File: src/rtl/sqgen_tx_if.sv
// Handshake/bus bundle for the sqgen_tx serial pattern generator.
// The master side supplies the request and pattern set-up; the slave side
// (the generator) returns the serial stream and its status flags.
interface sqgen_tx_if #(
    parameter int PAT_W = 8,
    parameter int LEN_W = 3,
    parameter int CNT_W = 4
);
    logic             start;
    logic             stop;
    logic [PAT_W-1:0] pat;
    logic [LEN_W-1:0] len;
    logic [CNT_W-1:0] reps;
    logic             dout;
    logic             dvalid;
    logic             busy;
    logic             done;

    modport master (
        output start, stop, pat, len, reps,
        input  dout, dvalid, busy, done
    );

    modport slave (
        input  start, stop, pat, len, reps,
        output dout, dvalid, busy, done
    );
endinterface

File: src/rtl/sqgen_tx.sv
// sqgen_tx: serial bit-pattern generator.
// Latches pattern, length and repeat count on start, then shifts the pattern
// out MSB-first, one bit per clock, all outputs registered.
// Optional macro SQGEN_TX_GAP_EN inserts a one-cycle GAP bubble between
// consecutive repetitions; without it repetitions are back-to-back.
module sqgen_tx #(
    parameter int PAT_W = 8,
    parameter int LEN_W = 3,
    parameter int CNT_W = 4
) (
    input  logic        clk,
    input  logic        rst,   // asynchronous, active-low
    sqgen_tx_if.slave   bus
);

    typedef enum logic [1:0] {
        IDLE  = 2'd0,
        SHIFT = 2'd1,
        DONE  = 2'd2
`ifdef SQGEN_TX_GAP_EN
        , GAP = 2'd3
`endif
    } state_t;

    state_t           state_reg, state_next;
    logic [PAT_W-1:0] pat_reg, pat_next;
    logic [LEN_W-1:0] len_reg, len_next;
    logic [LEN_W-1:0] idx_reg, idx_next;
    logic [CNT_W-1:0] rep_reg, rep_next;   // 0 means continuous
    logic             dout_reg, dout_next;
    logic             dvalid_reg, dvalid_next;
    logic             busy_reg, busy_next;
    logic             done_reg, done_next;
    logic [LEN_W-1:0] len_clamped;

    // Lengths beyond the pattern width can only occur when the len port is
    // wider than needed; clamp them to the top pattern bit.
    if ((1 << LEN_W) > PAT_W) begin : g_len_clamp
        assign len_clamped = (bus.len > LEN_W'(PAT_W - 1)) ? LEN_W'(PAT_W - 1) : bus.len;
    end else begin : g_len_pass
        assign len_clamped = bus.len;
    end

    // Next-state and next-output decode; stop overrides every state.
    always_comb begin
        state_next  = state_reg;
        pat_next    = pat_reg;
        len_next    = len_reg;
        idx_next    = idx_reg;
        rep_next    = rep_reg;
        dout_next   = 1'b0;
        dvalid_next = 1'b0;
        busy_next   = 1'b0;
        done_next   = 1'b0;
        if (bus.stop) begin
            state_next = IDLE;
        end else begin
            case (state_reg)
                IDLE: begin
                    if (bus.start) begin
                        pat_next    = bus.pat;
                        len_next    = len_clamped;
                        rep_next    = bus.reps;
                        idx_next    = len_clamped;
                        state_next  = SHIFT;
                        dout_next   = bus.pat[len_clamped];
                        dvalid_next = 1'b1;
                        busy_next   = 1'b1;
                    end
                end
                SHIFT: begin
                    busy_next = 1'b1;
                    if (idx_reg != '0) begin
                        idx_next    = idx_reg - 1'b1;
                        dout_next   = pat_reg[idx_next];
                        dvalid_next = 1'b1;
                    end else if (rep_reg != CNT_W'(1)) begin
                        // Another repetition follows: either continuous mode
                        // (count held at 0) or more than one left. Only a
                        // count above 1 is ever decremented, so it never wraps.
                        if (rep_reg != '0) begin
                            rep_next = rep_reg - CNT_W'(1);
                        end
                        idx_next = len_reg;
`ifdef SQGEN_TX_GAP_EN
                        state_next = GAP;
`else
                        dout_next   = pat_reg[len_reg];
                        dvalid_next = 1'b1;
`endif
                    end else begin
                        state_next = DONE;
                        done_next  = 1'b1;
                    end
                end
`ifdef SQGEN_TX_GAP_EN
                GAP: begin
                    state_next  = SHIFT;
                    busy_next   = 1'b1;
                    dout_next   = pat_reg[len_reg];
                    dvalid_next = 1'b1;
                end
`endif
                DONE: begin
                    state_next = IDLE;
                end
                default: begin
                    state_next = IDLE;
                end
            endcase
        end
    end

    // State, datapath and registered outputs; reset clears everything.
    always_ff @(posedge clk or negedge rst) begin
        if (!rst) begin
            state_reg  <= IDLE;
            pat_reg    <= '0;
            len_reg    <= '0;
            idx_reg    <= '0;
            rep_reg    <= '0;
            dout_reg   <= 1'b0;
            dvalid_reg <= 1'b0;
            busy_reg   <= 1'b0;
            done_reg   <= 1'b0;
        end else begin
            state_reg  <= state_next;
            pat_reg    <= pat_next;
            len_reg    <= len_next;
            idx_reg    <= idx_next;
            rep_reg    <= rep_next;
            dout_reg   <= dout_next;
            dvalid_reg <= dvalid_next;
            busy_reg   <= busy_next;
            done_reg   <= done_next;
        end
    end

    assign bus.dout   = dout_reg;
    assign bus.dvalid = dvalid_reg;
    assign bus.busy   = busy_reg;
    assign bus.done   = done_reg;

endmodule

File: src/flat_wrapper.sv
// flat-port wrapper written by rule: the top's interface ports become plain ports
module sqgen_tx_flat 
#(
    parameter int PAT_W = 8,
    parameter int LEN_W = 3,
    parameter int CNT_W = 4
)
  (clk, rst, bus_start, bus_stop, bus_pat, bus_len, bus_reps, bus_dout, bus_dvalid, bus_busy, bus_done);
  sqgen_tx_if #(.PAT_W(PAT_W), .LEN_W(LEN_W), .CNT_W(CNT_W)) bus_i ();
  input  logic clk;
  input  logic rst;
  input wire logic [$bits(bus_i.start)-1:0] bus_start;
  input wire logic [$bits(bus_i.stop)-1:0] bus_stop;
  input wire logic [$bits(bus_i.pat)-1:0] bus_pat;
  input wire logic [$bits(bus_i.len)-1:0] bus_len;
  input wire logic [$bits(bus_i.reps)-1:0] bus_reps;
  output wire logic [$bits(bus_i.dout)-1:0] bus_dout;
  output wire logic [$bits(bus_i.dvalid)-1:0] bus_dvalid;
  output wire logic [$bits(bus_i.busy)-1:0] bus_busy;
  output wire logic [$bits(bus_i.done)-1:0] bus_done;
  assign bus_i.start = bus_start;
  assign bus_i.stop = bus_stop;
  assign bus_i.pat = bus_pat;
  assign bus_i.len = bus_len;
  assign bus_i.reps = bus_reps;
  assign bus_dout = bus_i.dout;
  assign bus_dvalid = bus_i.dvalid;
  assign bus_busy = bus_i.busy;
  assign bus_done = bus_i.done;
  sqgen_tx #(.PAT_W(PAT_W), .LEN_W(LEN_W), .CNT_W(CNT_W)) u_core (.clk(clk), .rst(rst), .bus(bus_i));
endmodule
File: config.mk
export PLATFORM = sky130hd
export DESIGN_NAME = sqgen_tx_flat
export DESIGN_NICKNAME = d
export VERILOG_FILES = /design/src/rtl/sqgen_tx_if.sv /design/src/rtl/sqgen_tx.sv /design/src/flat_wrapper.sv
export SDC_FILE = /design/constraint.sdc
export NUM_CORES = 1
export LEC_CHECK = 0
export ABC_CLOCK_PERIOD_IN_PS = 4450
export BUFFER_PORTS_ARGS = -buffer_cell sky130_fd_sc_hd__buf_2
export CORE_UTILIZATION = 33
export CTS_BUF_LIST = sky130_fd_sc_hd__clkbuf_16
export CTS_CLUSTER_DIAMETER = 30
export DETAILED_ROUTE_END_ITERATION = 8
export SYNTH_ARGS = -nofsm -noshare
export SYNTH_HDL_FRONTEND = slang
export SYNTH_SLANG_ARGS = --single-unit
File: constraint.sdc
create_clock -name clk -period 4.45 [get_ports clk]
set_input_delay 0 -clock clk [delete_from_list [all_inputs] [get_ports clk]]
set_output_delay 0 -clock clk [all_outputs]
set_load 0.03 [all_outputs]
==> impl_metrics.ini, run 1 <==
[status]
run_status = completed

[timing]
rsz0062_at_grt = false
worst_pin_slew_ns = 0.5412
finalSetupTns_ns = 0
drv_slew = 0
fmax_mhz = 553.3
period_share_pct = 40.61
clock_skew_ns = 0.002050
hold_viol_final = 0
relSlewSlack_pct = 63.92
finalSetupViolCount = 0
fin_crit_ns = 1.807

[drt]
wl_um = 3011
vias = 1080
drc = 0
dr.pass1.iters = 4
drt-initial-drc-count = 14
drt-vias-per-instance = 5.400
post_drt_wl_per_cell_um = 15.06
ant_nets = 0

[placement]
gp_congestion = 0.8133
dp_hpwl_um = 2253
numPortBuffers = 22
place_area_um2 = 1565

[die]
die-area_um2 = 4499
core_area_um2 = 4029
die_h_um = 67.08
io_pins = 23
row_count = 23
start_util_pct = 34.69
die_x_um = 67.08

[yosys]
synth_xor_area_share_pct = 0
yosys.area_share.adder_pct = 4.476
synth_ff_type = dfrtp_1
syn_nets = 140
synth_seq_cells = 24
synthArstFlopShare_pct = 100.0
yosysTopAreaCell = dfrtp_1
postSynthCellCount = 116
synthSimpleGateAreaFrac_pct = 16.03
synth.area.top_cells = dfrtp_1, mux4_2, mux2_1
yosys.cell_types.count = 41
synth_edf_count = 0
synthMuxAreaShare_pct = 21.84
yosysSeqAreaShare_pct = 42.97
synth_area_um2 = 1398
synth_top_cell_area_share_pct = 42.97
synth-compound-area-share_pct = 12.44
synth_top_family_by_area = multiplexers
synth_area_per_cell_um2 = 12.05
ys_warn_count = 0

[global_route]
grt_pass1_wl_um = 4940
overflow = 0
track_usage_pct = 15.16
first_global_vias = 1080
grt_antenna_before_repair = 0
grt_max_degree = 25

[clock_network]
cts_setup_buffers = 0
clock_sinks = 24
cts_max_level = 1
numCtsBuffers = 3
cts_hold_buffers = 10
cts_tree = done
cts.path.max_buffers = 2
insertion_delay_ns = 0.25
clock-root-buffer = clkbuf_16
clk_pin_slew_ns = 0.06
postCtsResizedCells = 0

[finish]
syn_to_final_growth_pct = 24.53
n_antenna_cell = 0
finalInstanceArea_um2 = 1740
drive_gt1_share_pct = 28.00
most-common-layout-cells = dfrtp_1, buf_2, mux2_1, nor2_1, dlygate4sd3_1
largest_reg_flops = 8
nets = 176
final_common_cell = dfrtp_1

[worst_hold_path]
min-delay-start = bus_len[1]
min_to = u_core.len_reg[1]$_DFFE_PN0P_
worstHoldPathCells = 2
hp-class = in -> reg

[critical_path]
start_kind = register
path_depth = 5
cp_num_buf_inv = 1
path_cells = inv_1, ha_1, and3b_4, a211oi_4, mux2_4
required_ns = 4.59
r2r-end = u_core.idx_reg[1]$_DFFE_PN0P_
rrSetupSlack_ns = 2.64
rr_worst_depth = 5
cpMaxStageDelayCell = dfrtp_1
crit_path_start = u_core.idx_reg[0]$_DFFE_PN0P_
crit_family = flip-flops
r2r_start = u_core.idx_reg[0]$_DFFE_PN0P_
max_stage_delay_ns = 0.42
worstSetupEndpointType = register
worstSetupPathType = reg -> reg
cp_max_fo = 6
cp_data_arrival_time_ns = 1.95

[job]
cap_violations = 0

[pwr]
leakagePower_nw = 0.7720
p_total_mw = 0.6776
p_per_area_nw_per_um2 = 389.3
irDropWorstVdd_uv = 242.3
## through the flow
stage	setup slack [ns]	utilization, %	instances	hold WS, ns
5_1_grt	2.557	43.20	200	0.05598
4_1_cts	2.639	43.20	200	0.04395
3_5_place_dp	2.639	38.85	187	0.01356
3_3_place_gp	2.687	38.85	187	0.009760
2_1_floorplan	2.766	-	116	-0.2956
6_report	2.643	43.20	200	0.04592
## routing by layer
| metal | vias to the layer above | routed length [um] | part of all wire [%] | global-route usage [%] |
|---|---|---|---|---|
| met1 | 532 | 1294 | 43 | 17.36 |
| met4 | 0 | 32 | 1.1 | 3.989 |
| met5 | - | 0 | 0 | 0 |
| li1 | 511 | - | - | - |
| met2 | 33 | 1536 | 51 | 27.25 |
| met3 | 4 | 148 | 4.9 | 4.110 |
## synthesized netlist by cell type, drive strengths merged, types with 3 or more instances
library cell	number
dfrtp	24
mux2	13
nor2	10
mux4	6
nand2	6
ha	5
inv	5
a211oi	4
o21ai	4
a31oi	3
nand3	3
## logic make-up after synthesis
group           after synthesis
mux                          21
buf+inv                       7
simple gates                 37
compound gates               22
flops                        24
fa+ha+maj                     5
## worst reg2reg max path, cell delays in order, from the launching register on
cell,delay (ns)
dfrtp_1,0.42
inv_1,0.10
ha_1,0.25
and3b_4,0.23
a211oi_4,0.37
mux2_4,0.33
## power breakdown
part           internal [mW]  switching (mW)  total (mW)
registers              0.258          0.0410       0.299
clock network          0.119          0.0698       0.189
logic                  0.102          0.0876       0.190
total                  0.479           0.198       0.678
## worst max-delay path by stage
| stage | endpoint |
|---|---|
| 3_3_place_gp | u_core.idx_reg[1]$_DFFE_PN0P_ |
| 5_1_grt | u_core.rep_reg[0]$_DFFE_PN0P_ |
| 3_5_place_dp | u_core.idx_reg[1]$_DFFE_PN0P_ |
| 2_1_floorplan | u_core.idx_reg[1]$_DFFE_PN0P_ |
| 4_1_cts | u_core.idx_reg[1]$_DFFE_PN0P_ |
| 6_report | u_core.idx_reg[1]$_DFFE_PN0P_ |
## cell type report
class	instances	area, um2
clock buffer	3	75.07
fill	396	2288
inverter	5	18.77
multi-input combinational	85	765.7
sequential	24	600.6
tap	50	62.56
timing repair buffer	33	217.7
Note: power is estimated with default switching activity, not from simulation.
==> inputs of run 2 (changes only) <==
ABC_AREA = 1   (was not set)
ABC_CLOCK_PERIOD_IN_PS = 1650   (was 4450)
clock period = 1.65 ns   (was 4.45 ns; I/O delays follow)
==> impl_metrics.ini, run 2 <==
[status]
run_status = completed

[die]
die_h_um = 66.26
row_count = 22
io_pins = 23
die-area_um2 = 4390
start_util_pct = 35.87
core_area_um2 = 3799
die_x_um = 66.26

[pwr]
leakagePower_nw = 0.8977
p_int_mw = 1.600
clkPwrFrac_pct = 27.7
seq_power_share_pct = 34.9
p_comb_share_pct = 37.4
irDropWorstVdd_uv = 518.3
p_per_area_nw_per_um2 = 1446
p_sw_share_pct = 36.16
switching_power_mw = 0.9062

[yosys]
synthSimpleGateAreaFrac_pct = 30.39
synth_top_family_by_area = simple AND/OR/NAND/NOR gates
synth_commonest_cells = nand2_1, dfrtp_1, inv_1, nand3_1
synth.area.top_cells = dfrtp_1, nand2_1, nand3_1
yosys.area_share.adder_pct = 4.591
synth_edf_count = 0
postSynthCellCount = 183
ys_warn_count = 0
synth_area_um2 = 1363
yosysTopAreaCell = dfrtp_1
synthMuxAreaShare_pct = 0
synth_area_per_cell_um2 = 7.446
synth_ff_type = dfrtp_1
synth_top_cell_area_share_pct = 44.08
synth_xor_area_share_pct = 0.6428
synth_seq_cells = 24
syn_nets = 207
synth-compound-area-share_pct = 12.86
yosys.cell_types.count = 23
synthArstFlopShare_pct = 100.0
yosysSeqAreaShare_pct = 44.08
yosysMostFrequentCell = nand2_1

[timing]
clock_skew_ns = 0.003395
drv_slew = 0
fin_crit_ns = 1.491
fmax_mhz = 670.5
finalSetupViolCount = 0
relSlewSlack_pct = 63.93
finalWorstSetupSlack_ns = 0.1586
period_share_pct = 90.39
finalSetupTns_ns = 0
hold_viol_final = 0
worst_pin_slew_ns = 0.5410
rsz0062_at_grt = false

[clock_network]
clk_pin_slew_ns = 0.06
cts_tree = done
numCtsBuffers = 3
insertion_delay_ns = 0.26
cts.path.max_buffers = 2
cts_max_level = 1
clock_sinks = 24
clock-root-buffer = clkbuf_16
cts_setup_buffers = 0

[drt]
post_drt_wl_per_cell_um = 11.85
drt-initial-drc-count = 34
wl_um = 3151
dr.pass1.iters = 4
drt-vias-per-instance = 4.744
ant_nets = 0
vias = 1262
drc = 0

[placement]
gp_congestion = 0.8726
pre_cts_ws_ns = 0.09975
dp_hpwl_um = 2394
numPortBuffers = 22

[finish]
nets = 243
most-common-layout-cells = nand2_1, dfrtp_1, buf_2, inv_1, nand3_1
syn_to_final_growth_pct = 27.18
multiInputGateArea_um2 = 663.1
drive_gt1_share_pct = 20.18
final_common_cell = nand2_1
n_antenna_cell = 0
seqCellArea_um2 = 600.6
largest_reg_flops = 8
fillCellCount = 396

[worst_hold_path]
worstHoldPathCells = 3
hp-class = in -> reg

[global_route]
first_global_vias = 1208
grt_pass1_wl_um = 5416
overflow = 0
grt_antenna_before_repair = 0
track_usage_pct = 16.55
grt_max_degree = 25

[job]
cap_violations = 0

[critical_path]
worstSetupEndpointType = register
start_kind = register
cp_data_arrival_time_ns = 1.63
rr_worst_depth = 9
worstSetupPathType = reg -> reg
cp_max_fo = 7
required_ns = 1.79
run 2: cell count changes after synthesis, moves of 9 or more:
| cell | before | now |
|---|---|---|
| nand2_1 | 6 | 62 |
| nand3_1 | 3 | 16 |
| inv_1 | 5 | 17 |
| mux2_1 | 11 | 0 |
| o21ai_0 | 2 | 11 |
| o21ai_1 | 2 | 11 |
run 2: final cells by class:
type,count,share of cell area (%)
sequential,24,34.66
clock inverter,1,1.733
tap,48,3.466
inverter,24,5.271
multi-input combinational,133,38.27
clock buffer,3,4.332
timing repair buffer,33,12.27
run 2: timing repair:
item | 4_1_cts | 5_1_grt
gates resized for setup | 0 | 1
hold endpoints to repair | 31 | 0
endpoints found under the setup margin | 0 | 3
hold buffers | 8 | 0
run 2: final timing paths:
kind	start	to	slack (ns)
min in group asynchronous	rst	u_core.pat_reg[4]$_DFFE_PN0P_	0.26
hold reg to reg	u_core.pat_reg[0]$_DFFE_PN0P_	u_core.pat_reg[0]$_DFFE_PN0P_	0.52
max in group asynchronous	rst	u_core.idx_reg[2]$_DFFE_PN0P_	1.03
setup reg to reg	u_core.idx_reg[0]$_DFFE_PN0P_	u_core.idx_reg[0]$_DFFE_PN0P_	0.16
hold / removal	bus_reps[1]	u_core.rep_reg[1]$_DFFE_PN0P_	0.01
setup / recovery	u_core.idx_reg[0]$_DFFE_PN0P_	u_core.idx_reg[0]$_DFFE_PN0P_	0.16
run 2: logic make-up after synthesis:
| group | after synthesis |
|---|---|
| simple gates | 94 |
| compound gates | 33 |
| buf+inv | 26 |
| flops | 24 |
| fa+ha+maj | 5 |
| xor+xnor | 1 |
run 2: stage by stage:
step	cells	power, mW	hold WS, ns	area [um2]	util (%)
after floorplan	183	1.542	-0.2956	1363	-
after global placement	254	1.791	0.02130	1545	40.68
after detailed placement	254	1.807	0.01798	1545	40.68
after CTS	266	2.520	0.006212	1730	45.55
after global routing	266	2.711	0.01400	1733	45.62
final	266	2.506	0.01340	1733	45.62
run 2: critical path, cell delays in order (launching register included):
cell and delay (ns):
dfrtp_1 0.39, inv_2 0.11, ha_1 0.15, nand2_1 0.08, inv_2 0.09, nand3_1 0.12
nand2_1 0.12, nand2_2 0.12, nand2_1 0.11, o21ai_1 0.07
run 2: routing by layer:
| layer | GRT usage (%) | up-vias | wire (um) | part of all wire (%) |
|---|---|---|---|---|
| li1 | - | 667 | - | - |
| met1 | 22.71 | 567 | 1585 | 50 |
| met2 | 26.66 | 24 | 1436 | 46 |
| met3 | 1.034 | 4 | 76 | 2.4 |
| met4 | 7.181 | 0 | 53 | 1.7 |
| met5 | 0 | - | 0 | 0 |
run 2: power by group through the flow:
stage	logic (mW)	clock network [mW]	registers (mW)
6_report	0.937	0.693	0.875
5_1_grt	1.08	0.734	0.896
4_1_cts	0.939	0.707	0.875
3_5_place_dp	0.923	0	0.884
3_3_place_gp	0.906	0	0.885
2_1_floorplan	0.664	0	0.878
